## src/rtl/binary_tower_pkg.sv

```systemverilog
`default_nettype none
// ============================================================================
// Module  : binary_tower_pkg
// Brief   : Shared constants, FSM encoding and width helper for the binary
//           tower-field multiply-by-alpha^n engine.
// Revision: 1.0 - initial release
// ============================================================================
package binary_tower_pkg;

  // Deepest tower level supported by the datapath (W = 128 bits).
  localparam int TOWER_MAX_LEVEL = 7;
  // Largest number of chained mul_alpha steps per ITER cycle.
  localparam int UNROLL_MAX = 4;

  // FSM encoding
  localparam logic [1:0] ST_IDLE = 2'd0;
  localparam logic [1:0] ST_ITER = 2'd1;
  localparam logic [1:0] ST_DONE = 2'd2;

  // Element width of a level-L tower field element.
  function automatic int tower_width(input int level);
    return 1 << level;
  endfunction

endpackage
`default_nettype wire

```

## src/rtl/binary_tower_mul_alpha_step.sv

```systemverilog
`default_nettype none
// ============================================================================
// Module  : binary_tower_mul_alpha_step
// Brief   : One combinational mul_alpha step on a single level-LEVEL element:
//           mul_alpha_L({a1,a0}) = {a0 ^ mul_alpha_(L-1)(a1), a1},
//           mul_alpha_0(x) = x. Pure XOR and wiring.
// Revision: 1.0 - initial release
// ============================================================================
module binary_tower_mul_alpha_step #(
  parameter int LEVEL = 5
) (
  input  logic [(1 << LEVEL)-1:0] a,
  output logic [(1 << LEVEL)-1:0] y
);

  localparam int W = 1 << LEVEL;

  // The recursion always descends into the upper half, so level j operates on
  // the top 2^j bits of a. Each level's result is packed into a flat vector at
  // offset 2^j-1 (width 2^j), building bottom-up from level 0.
  logic [2*W-2:0] w_m;

  assign w_m[0] = a[W-1];

  generate
    for (genvar j = 1; j <= LEVEL; j++) begin : g_level
      localparam int H = 1 << (j - 1);
      // hi half of the level-j slice is a[W-1 -: H], lo half a[W-1-H -: H]
      assign w_m[(2*H-1) +: 2*H] = {a[W-1-H -: H] ^ w_m[(H-1) +: H], a[W-1 -: H]};
    end
  endgenerate

  assign y = w_m[(W-1) +: W];

endmodule
`default_nettype wire

```

## src/rtl/binary_tower_mul_alpha_pow.sv

```systemverilog
`default_nettype none
// ============================================================================
// Module  : binary_tower_mul_alpha_pow
// Brief   : Multi-lane multiply-by-alpha^n engine. Each accepted beat carries
//           LANES tower elements and one exponent; the exponent is consumed
//           UNROLL mul_alpha steps per cycle. valid/ready on both sides.
// Revision: 1.0 - initial release
// ============================================================================
module binary_tower_mul_alpha_pow
  import binary_tower_pkg::*;
#(
  parameter int LEVEL  = 5,
  parameter int LANES  = 4,
  parameter int EXP_W  = 8,
  parameter int UNROLL = 1
) (
  input  logic                                   ap_clk,
  input  logic                                   ap_rst_n,
  input  logic                                   ap_ce,
  input  logic                                   in_valid,
  output logic                                   in_ready,
  input  logic [LANES*tower_width(LEVEL)-1:0]    in_data,
  input  logic [EXP_W-1:0]                       in_exp,
  output logic                                   out_valid,
  input  logic                                   out_ready,
  output logic [LANES*tower_width(LEVEL)-1:0]    out_data,
  output logic                                   busy
);

  localparam int W  = tower_width(LEVEL);
  localparam int DW = LANES * W;
  localparam logic [EXP_W-1:0] C_UNROLL = EXP_W'(UNROLL);

  logic [1:0]       r_state;
  logic [DW-1:0]    r_acc;
  logic [EXP_W-1:0] r_cnt;

  logic [DW-1:0]    w_chain [0:UNROLL];
  logic [EXP_W-1:0] w_k;
  logic             w_accept;

  // Step chain: stage u applies one more step only while the remaining count
  // exceeds u, so the last ITER cycle applies exactly min(UNROLL, cnt) steps.
  assign w_chain[0] = r_acc;

  generate
    for (genvar u = 0; u < UNROLL; u++) begin : g_stage
      logic [DW-1:0] w_stepped;
      for (genvar l = 0; l < LANES; l++) begin : g_lane
        binary_tower_mul_alpha_step #(
          .LEVEL (LEVEL)
        ) u_step (
          .a (w_chain[u][l*W +: W]),
          .y (w_stepped[l*W +: W])
        );
      end
      assign w_chain[u+1] = (r_cnt > EXP_W'(u)) ? w_stepped : w_chain[u];
    end
  endgenerate

  assign w_k = (r_cnt < C_UNROLL) ? r_cnt : C_UNROLL;

  // Handshake decode. ap_ce acts as a global stall shared with the neighbours,
  // so the flags are not gated by it; the state simply does not advance.
  always_comb begin
    in_ready = 1'b0;
    case (r_state)
      ST_IDLE: in_ready = 1'b1;
      ST_DONE: in_ready = out_ready;
      default: in_ready = 1'b0;
    endcase
  end

  assign w_accept  = in_valid & in_ready;
  assign out_valid = (r_state == ST_DONE);
  assign out_data  = r_acc;
  assign busy      = (r_state != ST_IDLE);

  // FSM with accumulator and remaining-step counter; a retire in DONE may load
  // the next beat on the same edge so back-to-back beats see no bubble.
  always_ff @(posedge ap_clk or negedge ap_rst_n) begin
    if (!ap_rst_n) begin
      r_state <= ST_IDLE;
      r_acc   <= '0;
      r_cnt   <= '0;
    end else if (ap_ce) begin
      case (r_state)
        ST_IDLE, ST_DONE: begin
          if (w_accept) begin
            r_acc   <= in_data;
            r_cnt   <= in_exp;
            r_state <= (in_exp != '0) ? ST_ITER : ST_DONE;
          end else if ((r_state == ST_DONE) && out_ready) begin
            r_state <= ST_IDLE;
          end
        end
        ST_ITER: begin
          r_acc <= w_chain[UNROLL];
          r_cnt <= r_cnt - w_k;
          if (r_cnt <= C_UNROLL) begin
            r_state <= ST_DONE;
          end
        end
        default: r_state <= ST_IDLE;
      endcase
    end
  end

endmodule
`default_nettype wire
```

## config.mk

```make
export PLATFORM = sky130hd
export DESIGN_NAME = binary_tower_mul_alpha_pow
export DESIGN_NICKNAME = d
export VERILOG_FILES = /design/src/rtl/binary_tower_pkg.sv /design/src/rtl/binary_tower_mul_alpha_step.sv /design/src/rtl/binary_tower_mul_alpha_pow.sv
export SDC_FILE = /design/constraint.sdc
export NUM_CORES = 1
export LEC_CHECK = 0
export ABC_AREA = 1
export BUFFER_PORTS_ARGS = -buffer_cell sky130_fd_sc_hd__buf_4
export CAP_MARGIN = 5
export CORE_UTILIZATION = 46
export CTS_CLUSTER_DIAMETER = 120
export DETAILED_ROUTE_END_ITERATION = 8
export PLACE_DENSITY = 0.82
export SKIP_LAST_GASP = 1
export SYNTH_ARGS = -nofsm -noshare
export SYNTH_HDL_FRONTEND = slang
export SYNTH_SLANG_ARGS = --single-unit
```

## constraint.sdc

```tcl
create_clock -name ap_clk -period 2.1 [get_ports ap_clk]
set_input_delay 0.42 -clock ap_clk [delete_from_list [all_inputs] [get_ports ap_clk]]
set_output_delay 0.42 -clock ap_clk [all_outputs]
set_load 0.02 [all_outputs]
```

==> summary.md <==
| Metric | Value |
|---|---|
| Status | `finished clean` |
| Slew Limit Headroom | `70.8%` |
| Post-synth top area share | `41.6%` |
| Sequential Area | `3450 sq um` |
| Dpl cells | `1673` |
| Final WL | `24200 um` |
| CTS Buffer Depth | `2` |
| Clk slew on worst S/H paths | `0.06 ns` |
| Fmax | `0.543 GHz` |
| Leakage | `0.00595 uW` |
| CP max FO | `54` |
| Total Neg Setup Slack | `0 ns` |
| Fin crit share | `87.7%` |
| Switching Fraction | `48.5%` |
| Cell-internal power | `10500 uW` |
| CTS Buf Count | `17` |
| Drt initial violations | `488` |
| WS Path Type | `reg -> reg` |
| Setup violations, final | `0` |
| Root Buffer | `clkbuf_16` |
| Hold Vio Cnt, Final | `0` |
| Comb pwr share | `57.5%` |
| Final GP Congestion | `0.883` |
| Layout cell share with drive strength beyond 1 | `22.1%` |
| Post-route ant nets | `0` |
| Synth warnings | `0` |
| Adder-cell area share of the yosys netlist | `0.151%` |
| Global Route met3 Usage | `5.11%` |
| # port buffers | `271` |
| Simple-gate share of the synthesized area | `31.3%` |
| Routed len/inst | `14.2 um` |
| Clock Sinks | `138` |
| Largest net degree at the start of global routing | `69` |
| Switching power | `9840 uW` |
| Grt peak-use layer | `met2` |
| Die span in y | `136 um` |
| Synthesized Nets | `1364` |
| Post-synth top area cell | `dfrtp_1` |
| Syn avg cell area | `6.80 sq um` |
| First-pass GRT wire length | `38600 um` |
| Drt drc | `0` |
| H-tree levels | `4` |
| GRT met1 Usage | `34.3%` |
| Post-synthesis sequential element count | `138` |
| Initial antenna violation count | `0` |
| Maximum VDD drop | `0.00131 V` |
| Fillers | `1531` |
| CP required | `2.45 ns` |
| Peak per-stage delay on the critical path | `0.45 ns` |
| Vias | `8827` |
| Largest cells by area after synthesis | `dfrtp_1, nand2_1, o21ai_0` |
| Setup crit end kind | `flop` |
| Slew @ Worst Pin | `0.439 ns` |
| Resized cells post-CTS | `0` |
| Chip width | `136 um` |
| Register area share after synthesis | `41.6%` |
| Clock power frac | `15.6%` |
| GRT overflow | `0` |
| CP Launch Type | `flop` |
| Layout area overhead | `34.5%` |
| Synth unique cells | `29` |
| Pre-antenna DRT Iters | `5` |
| Worst path cell trace | `inv_2 -> nand3_1 -> a21oi_2 -> nand2_4 -> inv_6 -> buf_12 -> nand2_1 -> o21ai_1` |
| Main combinational cell family by area after synthesis | `simple AND/OR/NAND/NOR gates` |
| Diodes inserted | `0` |
| Hold Crit Class | `in -> reg` |
| Max-slew violations | `0` |
| Starting Density | `47.5%` |
| Synth Area in Compound Gates | `13.8%` |
| Synthesized cell area | `8300 sq um` |
| Power per cell area | `1820 nW/um^2` |
| Number of global-route vias before repair | `8056` |
| Critical path arrival | `2.19 ns` |
| Met2 Use GR | `43.6%` |
| Via density | `5.17` |
| Latest clock arrival within the worst-skew pair | `0.43 ns` |
| CP max stage cell | `dfrtp_1` |
| Row count | `48` |
| Post-Synthesis Cells | `1222` |
| GR Util All Layers | `26.4%` |
| Register share of total power | `26.9%` |
| # IOs | `272` |
| Area occupied by multi-input gates | `4100 sq um` |
| Max-Cap Viols | `0` |
| Reg-to-reg slack, setup | `0.26 ns` |
| Final Non-Filler Cells | `1706` |
| Fin crit period | `1.84 ns` |
| Mux share of post-synthesis cell area | `0%` |
| HPWL after DPL | `17500 um` |
| Fin util | `63.9%` |
| CTS tree | `built` |
| Core Area | `17500 sq um` |
| Full die area | `18600 sq um` |
| Nets@finish | `1610` |
| Skew final | `0.0101 ns` |
| Unrepaired setup endpoints after global routing | `no` |
| Post-synthesis xor/xnor area fraction | `4.01%` |
==> cell usage after synthesis, drive strengths merged <==
master / count
xor2: 9
nand2: 547
clkbuf: 16
nor3: 1
nor2: 40
a21oi: 21
dfrtp: 138
o31ai: 1
inv: 114
o211ai: 32
nand4: 6
xnor2: 29
nand3: 61
a31oi: 2
o22ai: 2
buf: 46
ha: 1
o21ai: 152
nand3b: 4
==> path summary, 6_finish.rpt <==
kind	cells after the start	startpoint	endpoint
max in group asynchronous	3	ap_rst_n	out_data[109]
worst max-delay path	8	r_state[0]	out_data[21]
worst min-delay path	3	ap_ce	r_state[0]
worst max register to register	8	r_state[0]	out_data[21]
min in group asynchronous	2	ap_rst_n	out_data[1]
worst min register to register	2	out_data[33]	out_data[33]
==> placed cells by master, fill, tap and decap left out, types with 2 or more instances in the layout <==
cell type	synthesis	final
a21oi_1	20	20
buf_4	15	279
inv_2	4	3
nand4_1	6	6
o21ai_1	69	69
nand3b_1	4	4
clkbuf_1	16	2
clkbuf_16	0	17
dfrtp_1	138	138
xor2_1	9	9
inv_1	110	110
clkinv_4	0	2
clkinvlp_4	0	4
clkbuf_8	0	4
bufinv_16	0	3
nand2_4	1	2
o211ai_1	32	32
buf_12	0	8
nand2_1	545	544
a31oi_1	2	2
o21ai_0	83	83
nand3_1	61	61
nor2_1	38	38
xnor2_1	29	29
o22ai_1	2	2
==> registers in the layout (all words and copies together) (netlist names) <==
signal,cells
r_state,2
r_cnt,8
out_data,128
==> power by group through the flow <==
stage | Sequential (uW) | Clock, uW | Combinational (uW)
2_1_floorplan | 6410 | 0 | 6760
3_3_place_gp | 5440 | 0 | 11300
3_5_place_dp | 5460 | 0 | 11600
4_1_cts | 5440 | 3200 | 11700
5_1_grt | 5630 | 3320 | 13000
6_report | 5460 | 3180 | 11700
==> critical path: cells and delay by family, from the launching register on <==
| family | cells | cell delay, ns |
|---|---|---|
| AO/OA/AOI/OAI | 2 | 0.29 |
| buffers and inverters | 3 | 0.65 |
| AND/OR/NAND/NOR | 3 | 0.34 |
| flip-flops | 1 | 0.45 |
==> through the flow <==
stage / area, sq um / total power, uW / setup slack [ns] / hold WS, ns
after global routing: 11200 / 22000 / 0.0302 / 0.302
after global placement: 10500 / 16700 / 0.352 / 0.373
final: 11200 / 20300 / 0.259 / 0.287
after floorplan: 8300 / 13200 / 0.525 / 0.124
after CTS: 11200 / 20300 / 0.246 / 0.279
after detailed placement: 10500 / 17100 / 0.275 / 0.373
==> metal layers <==
metal	share of wire, %	vias to the layer above
li1	-	4358
met1	43	4093
met2	48	337
met3	7.0	39
met4	2.2	0
met5	0	-
==> cell families after synthesis <==
family	Yosys count
xor+xnor	38
fa+ha+maj	1
simple gates	659
flops	138
buf+inv	176
compound gates	210
==> final cells by class <==
cell class	instances	area share, %
sequential	138	30.9
inverter	114	3.88
clock inverter	9	1.23
tap	225	2.52
timing repair buffer	289	20.4
clock buffer	23	4.37
multi-input combinational	908	36.7
==> timing repair <==
| item | in CTS | in global routing |
|---|---|---|
| buffers inserted | 0 | 0 |
| endpoints found under the setup margin | 0 | 0 |
| endpoints found under the hold margin | 39 | 0 |
| hold buffers | 1 | 0 |
Note: power is estimated with default switching activity, not from simulation.
